### src/rtl/alu_serial_divider.sv
// Restoring serial divider: one quotient bit per clock, start/done handshake.
// Optional sign-magnitude sign handling enabled by `define ALU_DIVIDER_SIGN_EN.
module alu_serial_divider #(
  parameter int WIDTH = 4
) (
  input  logic             clk,
  input  logic             rst,
  input  logic             start,
  input  logic [WIDTH-1:0] a,
  input  logic [WIDTH-1:0] b,
`ifdef ALU_DIVIDER_SIGN_EN
  input  logic             a_sign,
  input  logic             b_sign,
  output logic             q_sign,
  output logic             r_sign,
`endif
  output logic             ready,
  output logic             busy,
  output logic             done,
  output logic [WIDTH-1:0] q,
  output logic [WIDTH-1:0] r,
  output logic             dz
);

  localparam int CW = $clog2(WIDTH);

  typedef enum logic [1:0] {IDLE, RUN, DONE} state_t;

  state_t           state_q, state_d;
  logic [WIDTH-1:0] dvd_q, dvd_d;
  logic [WIDTH-1:0] dvs_q, dvs_d;
  logic [WIDTH-1:0] p_q, p_d;
  logic [CW-1:0]    cnt_q, cnt_d;
  logic [WIDTH-1:0] quo_q, quo_d;
  logic [WIDTH-1:0] rem_q, rem_d;
  logic             dz_q, dz_d;
  logic [WIDTH:0]   step;
`ifdef ALU_DIVIDER_SIGN_EN
  logic             as_q, as_d, bs_q, bs_d, qs_q, qs_d, rs_q, rs_d;
`endif

  // The partial remainder always stays below the divisor, so only its low
  // WIDTH bits are stored; the extra bit exists only in the trial subtraction.
  function automatic logic [WIDTH:0] div_step(input logic [WIDTH-1:0] p,
                                              input logic             msb,
                                              input logic [WIDTH-1:0] dvs);
    logic [WIDTH:0] ps, t;
    ps = {p, msb};
    t  = ps - {1'b0, dvs};
    if (t[WIDTH]) return {ps[WIDTH-1:0], 1'b0};
    else          return {t[WIDTH-1:0], 1'b1};
  endfunction

  assign step = div_step(p_q, dvd_q[WIDTH-1], dvs_q);

  always_comb begin
    state_d = state_q;
    dvd_d   = dvd_q;
    dvs_d   = dvs_q;
    p_d     = p_q;
    cnt_d   = cnt_q;
    quo_d   = quo_q;
    rem_d   = rem_q;
    dz_d    = dz_q;
`ifdef ALU_DIVIDER_SIGN_EN
    as_d = as_q;
    bs_d = bs_q;
    qs_d = qs_q;
    rs_d = rs_q;
`endif
    case (state_q)
      IDLE, DONE: begin
        state_d = IDLE;
        if (start) begin
          if (b != '0) begin
            state_d = RUN;
            dvd_d   = a;
            dvs_d   = b;
            p_d     = '0;
            cnt_d   = CW'(WIDTH - 1);
`ifdef ALU_DIVIDER_SIGN_EN
            as_d = a_sign;
            bs_d = b_sign;
`endif
          end else begin
            state_d = DONE;
            quo_d   = '1;
            rem_d   = a;
            dz_d    = 1'b1;
`ifdef ALU_DIVIDER_SIGN_EN
            qs_d = 1'b0;
            rs_d = (a != '0) && a_sign;
`endif
          end
        end
      end
      RUN: begin
        dvd_d = {dvd_q[WIDTH-2:0], step[0]};
        p_d   = step[WIDTH:1];
        cnt_d = cnt_q - 1'b1;
        if (cnt_q == '0) begin
          state_d = DONE;
          quo_d   = {dvd_q[WIDTH-2:0], step[0]};
          rem_d   = step[WIDTH:1];
          dz_d    = 1'b0;
`ifdef ALU_DIVIDER_SIGN_EN
          qs_d = ({dvd_q[WIDTH-2:0], step[0]} != '0) && (as_q ^ bs_q);
          rs_d = (step[WIDTH:1] != '0) && as_q;
`endif
        end
      end
      default: state_d = IDLE;
    endcase
  end

  always_ff @(posedge clk) begin
    if (rst) begin
      state_q <= IDLE;
      dvd_q   <= '0;
      dvs_q   <= '0;
      p_q     <= '0;
      cnt_q   <= '0;
      quo_q   <= '0;
      rem_q   <= '0;
      dz_q    <= 1'b0;
`ifdef ALU_DIVIDER_SIGN_EN
      as_q <= 1'b0;
      bs_q <= 1'b0;
      qs_q <= 1'b0;
      rs_q <= 1'b0;
`endif
    end else begin
      state_q <= state_d;
      dvd_q   <= dvd_d;
      dvs_q   <= dvs_d;
      p_q     <= p_d;
      cnt_q   <= cnt_d;
      quo_q   <= quo_d;
      rem_q   <= rem_d;
      dz_q    <= dz_d;
`ifdef ALU_DIVIDER_SIGN_EN
      as_q <= as_d;
      bs_q <= bs_d;
      qs_q <= qs_d;
      rs_q <= rs_d;
`endif
    end
  end

  assign ready = (state_q == IDLE) || (state_q == DONE);
  assign busy  = (state_q == RUN);
  assign done  = (state_q == DONE);
  assign q     = quo_q;
  assign r     = rem_q;
  assign dz    = dz_q;
`ifdef ALU_DIVIDER_SIGN_EN
  assign q_sign = qs_q;
  assign r_sign = rs_q;
`endif

endmodule
### config.mk
export PLATFORM = sky130hd
export DESIGN_NAME = alu_serial_divider
export DESIGN_NICKNAME = d
export VERILOG_FILES = /design/src/rtl/alu_serial_divider.sv
export SDC_FILE = /design/constraint.sdc
export NUM_CORES = 1
export LEC_CHECK = 0
export ABC_AREA = 1
export ABC_CLOCK_PERIOD_IN_PS = 5250
export CORE_ASPECT_RATIO = 1.5
export CORE_MARGIN = 8
export CORE_UTILIZATION = 55
export CTS_BUF_LIST = sky130_fd_sc_hd__clkbuf_16
export CTS_CLUSTER_SIZE = 28
export DETAILED_ROUTE_END_ITERATION = 10
export PLACE_DENSITY = 0.83
export SKIP_LAST_GASP = 1
export SLEW_MARGIN = 20
export SYNTH_ARGS = -nofsm -noshare
export SYNTH_HDL_FRONTEND = slang
export SYNTH_SLANG_ARGS = --single-unit
export TNS_END_PERCENT = 30
### constraint.sdc
create_clock -name clk -period 5.25 [get_ports clk]
set_input_delay 1.05 -clock clk [delete_from_list [all_inputs] [get_ports clk]]
set_output_delay 1.05 -clock clk [all_outputs]
set_load 0.02 [all_outputs]
Word level (Yosys, flattened, before mapping)
Cells that the tools add are included.
{"block": "classes", "magnitude_cmp": 0, "muxes": 26, "n_addsub": 2, "div": 0, "bitwise_logic": 0, "eq_ne": 6, "n_mul": 0, "n_shift": 0, "n_reduce_logical": 9}
{"cell": "$mux W4", "count": 10}
{"cell": "$pmux W4 S2", "count": 4}
{"cell": "$mux W2", "count": 5}
{"cell": "$pmux W2 S2", "count": 2}
{"cell": "$ne A2 B2 Y1 const B", "count": 3}
{"cell": "$reduce_and A3 Y1", "count": 2}
{"cell": "$mux W5", "count": 1}
{"cell": "$sub A5 B4 Y5", "count": 1}
{"cell": "$logic_not A2 Y1", "count": 2}
{"cell": "$reduce_and A4 Y1", "count": 1}
{"cell": "$reduce_bool A4 Y1", "count": 1}
{"cell": "$mux W1", "count": 3}
{"cell": "$eq A2 B1 Y1 const B", "count": 1}
{"cell": "$eq A2 B2 Y1 const B", "count": 1}
{"cell": "$ne A2 B1 Y1 const B", "count": 1}
{"cell": "$pmux W1 S2", "count": 1}
{"cell": "$reduce_bool A2 Y1", "count": 1}
{"cell": "$reduce_or A2 Y1", "count": 1}
{"cell": "$sub A2 B1 Y2 const B", "count": 1}
{"cell": "$logic_or A1 B1 Y1", "count": 1}
{"block": "word_totals", "ff_bits": 25, "output_inout_bits": 12, "memories": 0, "wordCells": 51, "input_bits": 11, "latch_bits": 0, "ram_bits": 0, "romBits": 0}

Logic depth before layout (Yosys ltp)
{"block": "depth", "depth_word": 4, "ltp_mapped": 12, "depth_no_buf": 12}

Least setup slack after synthesis
Ideal clock, no wire load.
{"block": "synth_timing", "kind": "input-to-reg", "start": "in start", "end": "reg rem_q[3] (netlist: r[3])", "setup_slack_ps": 3326, "arrival_ps": 1815, "path_buffers": 1, "cell_stages": 10, "required_ps": 5141, "cell_sequence": "inv_1 > nor2_1 > nand3_1 > nand2_2 > nand2_2 > buf_6 > nor2_1 > nand3_1 > nand2_1 > inv_1"}
{"block": "synth_between", "elab_chain_cells": 2}
{"element": "start: declaration", "line_no": "8", "text": "input logic start,"}
{"element": "$ne A2 B2 Y1 (no source line)"}
{"element": "$reduce_and A4 Y1 (no source line)"}
{"element": "end signal: assignment", "line_no": "139", "text": "rem_q <= rem_d;"}
{"element": "end: declaration", "line_no": "35", "text": "logic [WIDTH-1:0] rem_q, rem_d;"}
Every way passes these cells.
A chain may end at the register's enable or synchronous reset.

Worst setup path in the final report
{"block": "layout_timing", "start": "reg state_q[0]", "end": "out busy"}
{"block": "layout_between", "elab_chain_cells": 1}
{"element": "start: declaration", "line_no": "29", "text": "state_t state_q, state_d;"}
{"element": "start signal: assignment", "line_no": "133", "text": "state_q <= state_d;"}
{"element": "$eq A2 B1 Y1", "line_no": "151", "text": "assign busy = (state_q == RUN);"}
{"element": "end: declaration", "line_no": "18", "text": "output logic busy,"}
Every way passes these cells.

==> metrics.cfg <==
[status]
outcome = completed

[worst_setup_path]
worstSetupStartpointType = register
r2r-end = p_q[1]$_SDFFE_PP0P_
crit_type = register to output port
worstReg2RegStart = dvd_q[3]$_SDFFE_PP0P_
reg2reg_slack_ns = 3.23
worst_r2r_path_depth = 12
required_ns = 4.20
critical_path_arrival_ns = 1.62
path_max_fanout = 19
endpoint_kind = output port

[timing]
setup-violations-final = 0
period_share_pct = 50.8
tightest_slew_ns = 0.459
final_max_slew_viol_count = 0
maxSlewHeadroom_pct = 69.3
fin_setup_tns_ns = 0
finalClockSkew_ns = 0.00596
rsz0062_at_grt = false
max_freq_mhz = 375
period_minus_slack_ns = 2.67
finalHoldViolCount = 0

[grt]
grt_antenna_before_repair = 0
grt_pass1_wl_mm = 5.31
grt_pass1_vias = 1234
grtUsageTotal_pct = 15.0
grt_max_degree = 20
grt_remaining_overflow = 0

[floorplan]
dieHeight_um = 75.8
start_util_pct = 58.0
rows = 21
core_area_um2 = 2260
die_x_um = 55.9
die_area_um2 = 4230
top_level_ports = 23

[yosys]
synth_area_um2 = 1310
synth-seq-cells = 25
yosysTopAreaCell = dfxtp_1
synth_common_cells = inv_1, nand2_1, nand3_1
synth_ff_type = dfxtp_1
netlist-cell-type-count = 19
synth-seq-area-share_pct = 38.2
avgSynthCellArea_um2 = 6.94
syn_nets = 206
yosysWarnings = 0
synth.most_common_cell = inv_1
synth_top_area_share_pct = 38.2
async_flop_share_pct = 0
synth_cells = 189
ys_top_cells_by_area = dfxtp_1, nand3_1, inv_1, nand2_1, a21oi_1
synth_edf_count = 0

[layout]
nNetsFinal = 227
drive_above_1_share_pct = 5.26
seq_area_um2 = 500
multi_input_area_um2 = 617
num_antenna_cells = 0
final_util_pct = 70.8
area_delta_synth_final_pct = 22.0
fin_cells = 232
fill_cells = 197

[clock_tree]
cts_buffers = 3
cts_tree = yes
cts.htree.levels = 1
clk_pin_slew_ns = 0.06
cts_buffer_depth = 2
hold_buffers = 0
cts_setup_buffers = 0
ctsResizeCount = 0
clkSinkCount = 25
cts-root-buf = clkbuf_16
clk_latency_ns = 0.26

[placed_design]
io_buffers = 22
dpl.hpwl_mm = 2.35
gp_congestion = 0.851
dp_cells = 228

[routing]
wire_per_inst_um = 13.4
vias = 1261
drc = 0
ant_nets = 0
drt_iter0_drc = 46
via_per_inst = 5.44
first_pass_iters = 4
drt-total-wl_mm = 3.11

[min_path]
min-delay-start = q[3]$_SDFFE_PP0P_
hold_path_depth = 2
hp-class = register to register
min_to = q[3]$_SDFFE_PP0P_

[pwr]
leakage_nw = 0.765
cellPowerDensity_nw_per_um2 = 325
ir_worst_vdd_mv = 0.242
finalPower_w = 0.000521

[job]
cap_violations = 0

[registers in the layout, summed over array words and instances, names as in the netlist]
| register | cells |
|---|---|
| dvs_q | 4 |
| state_q | 2 |
| r | 4 |
| q | 4 |
| dz | 1 |
| p_q | 4 |
| cnt_q | 2 |
| dvd_q | 4 |
[report_power, final]
part	leakage, nW	switching [W]	internal [W]
logic	0.518	0.0000806	0.0000532
registers	0.206	0.0000121	0.000208
clock network	0.0409	0.0000640	0.000103
total	0.765	0.000157	0.000364
[through the flow]
stage / hold WS, ns / instance area [um^2] / worst slack, ns
after floorplan: 0.436 / 1310 / 3.33
after global placement: 0.440 / 1520 / 2.71
after detailed placement: 0.448 / 1520 / 2.63
after CTS: 0.458 / 1600 / 2.60
after global routing: 0.475 / 1600 / 2.55
final: 0.453 / 1600 / 2.58
[how the worst max path moves through the flow]
stage	start	to	slack, ns
6_report	state_q[0]$_SDFFE_PP0N_	busy	2.58
5_1_grt	state_q[0]$_SDFFE_PP0N_	busy	2.55
4_1_cts	state_q[0]$_SDFFE_PP0N_	busy	2.60
3_5_place_dp	b[0]	cnt_q[0]$_SDFFE_PP0P_	2.63
3_3_place_gp	b[0]	cnt_q[1]$_SDFFE_PP0P_	2.71
2_1_floorplan	start	r[3]$_SDFFE_PP0P_	3.33
[logic make-up after synthesis]
group | synth area share, %
simple gates | 27.2
xor+xnor | 0.668
buf+inv | 14.8
compound gates | 12.9
fa+ha+maj | 6.30
flops | 38.2
[critical path: stages, from the launching register on]
cell,delay [ns]
dfxtp_1,0.38
inv_2,0.08
nor2_8,0.23
clkdlybuf4s50_1,0.66
[cell type report]
cell class	count	area share, %
flip-flops and latches	25	31.3
repair buffers	22	13.8
well taps	23	1.80
clock inverters	1	0.313
clock buffers	3	4.69
multi-input cells	117	38.5
inverters	41	9.62
[metal layers]
metal  global-route usage [%]  vias up  part of all wire, %
met5                        0        -                    0
met4                     5.36        0                  1.4
met3                     3.17        5                  5.0
met2                     29.3       31                   53
met1                     15.6      583                   40
li1                         -      642                    -
[cell usage in the layout (no fill, tap or decap), drive strengths merged]
cell            n
inv            41
nand2          33
nand3          30
dfxtp          25
clkdlybuf4s50  22
a21oi          17
nor2           13
o21ai          10
ha              5
a31oi           3
clkbuf          3
nor3            2
o211ai          2
xnor2           1
fa              1
clkinv          1
No activity file was read; power rests on OpenSTA's default activity.
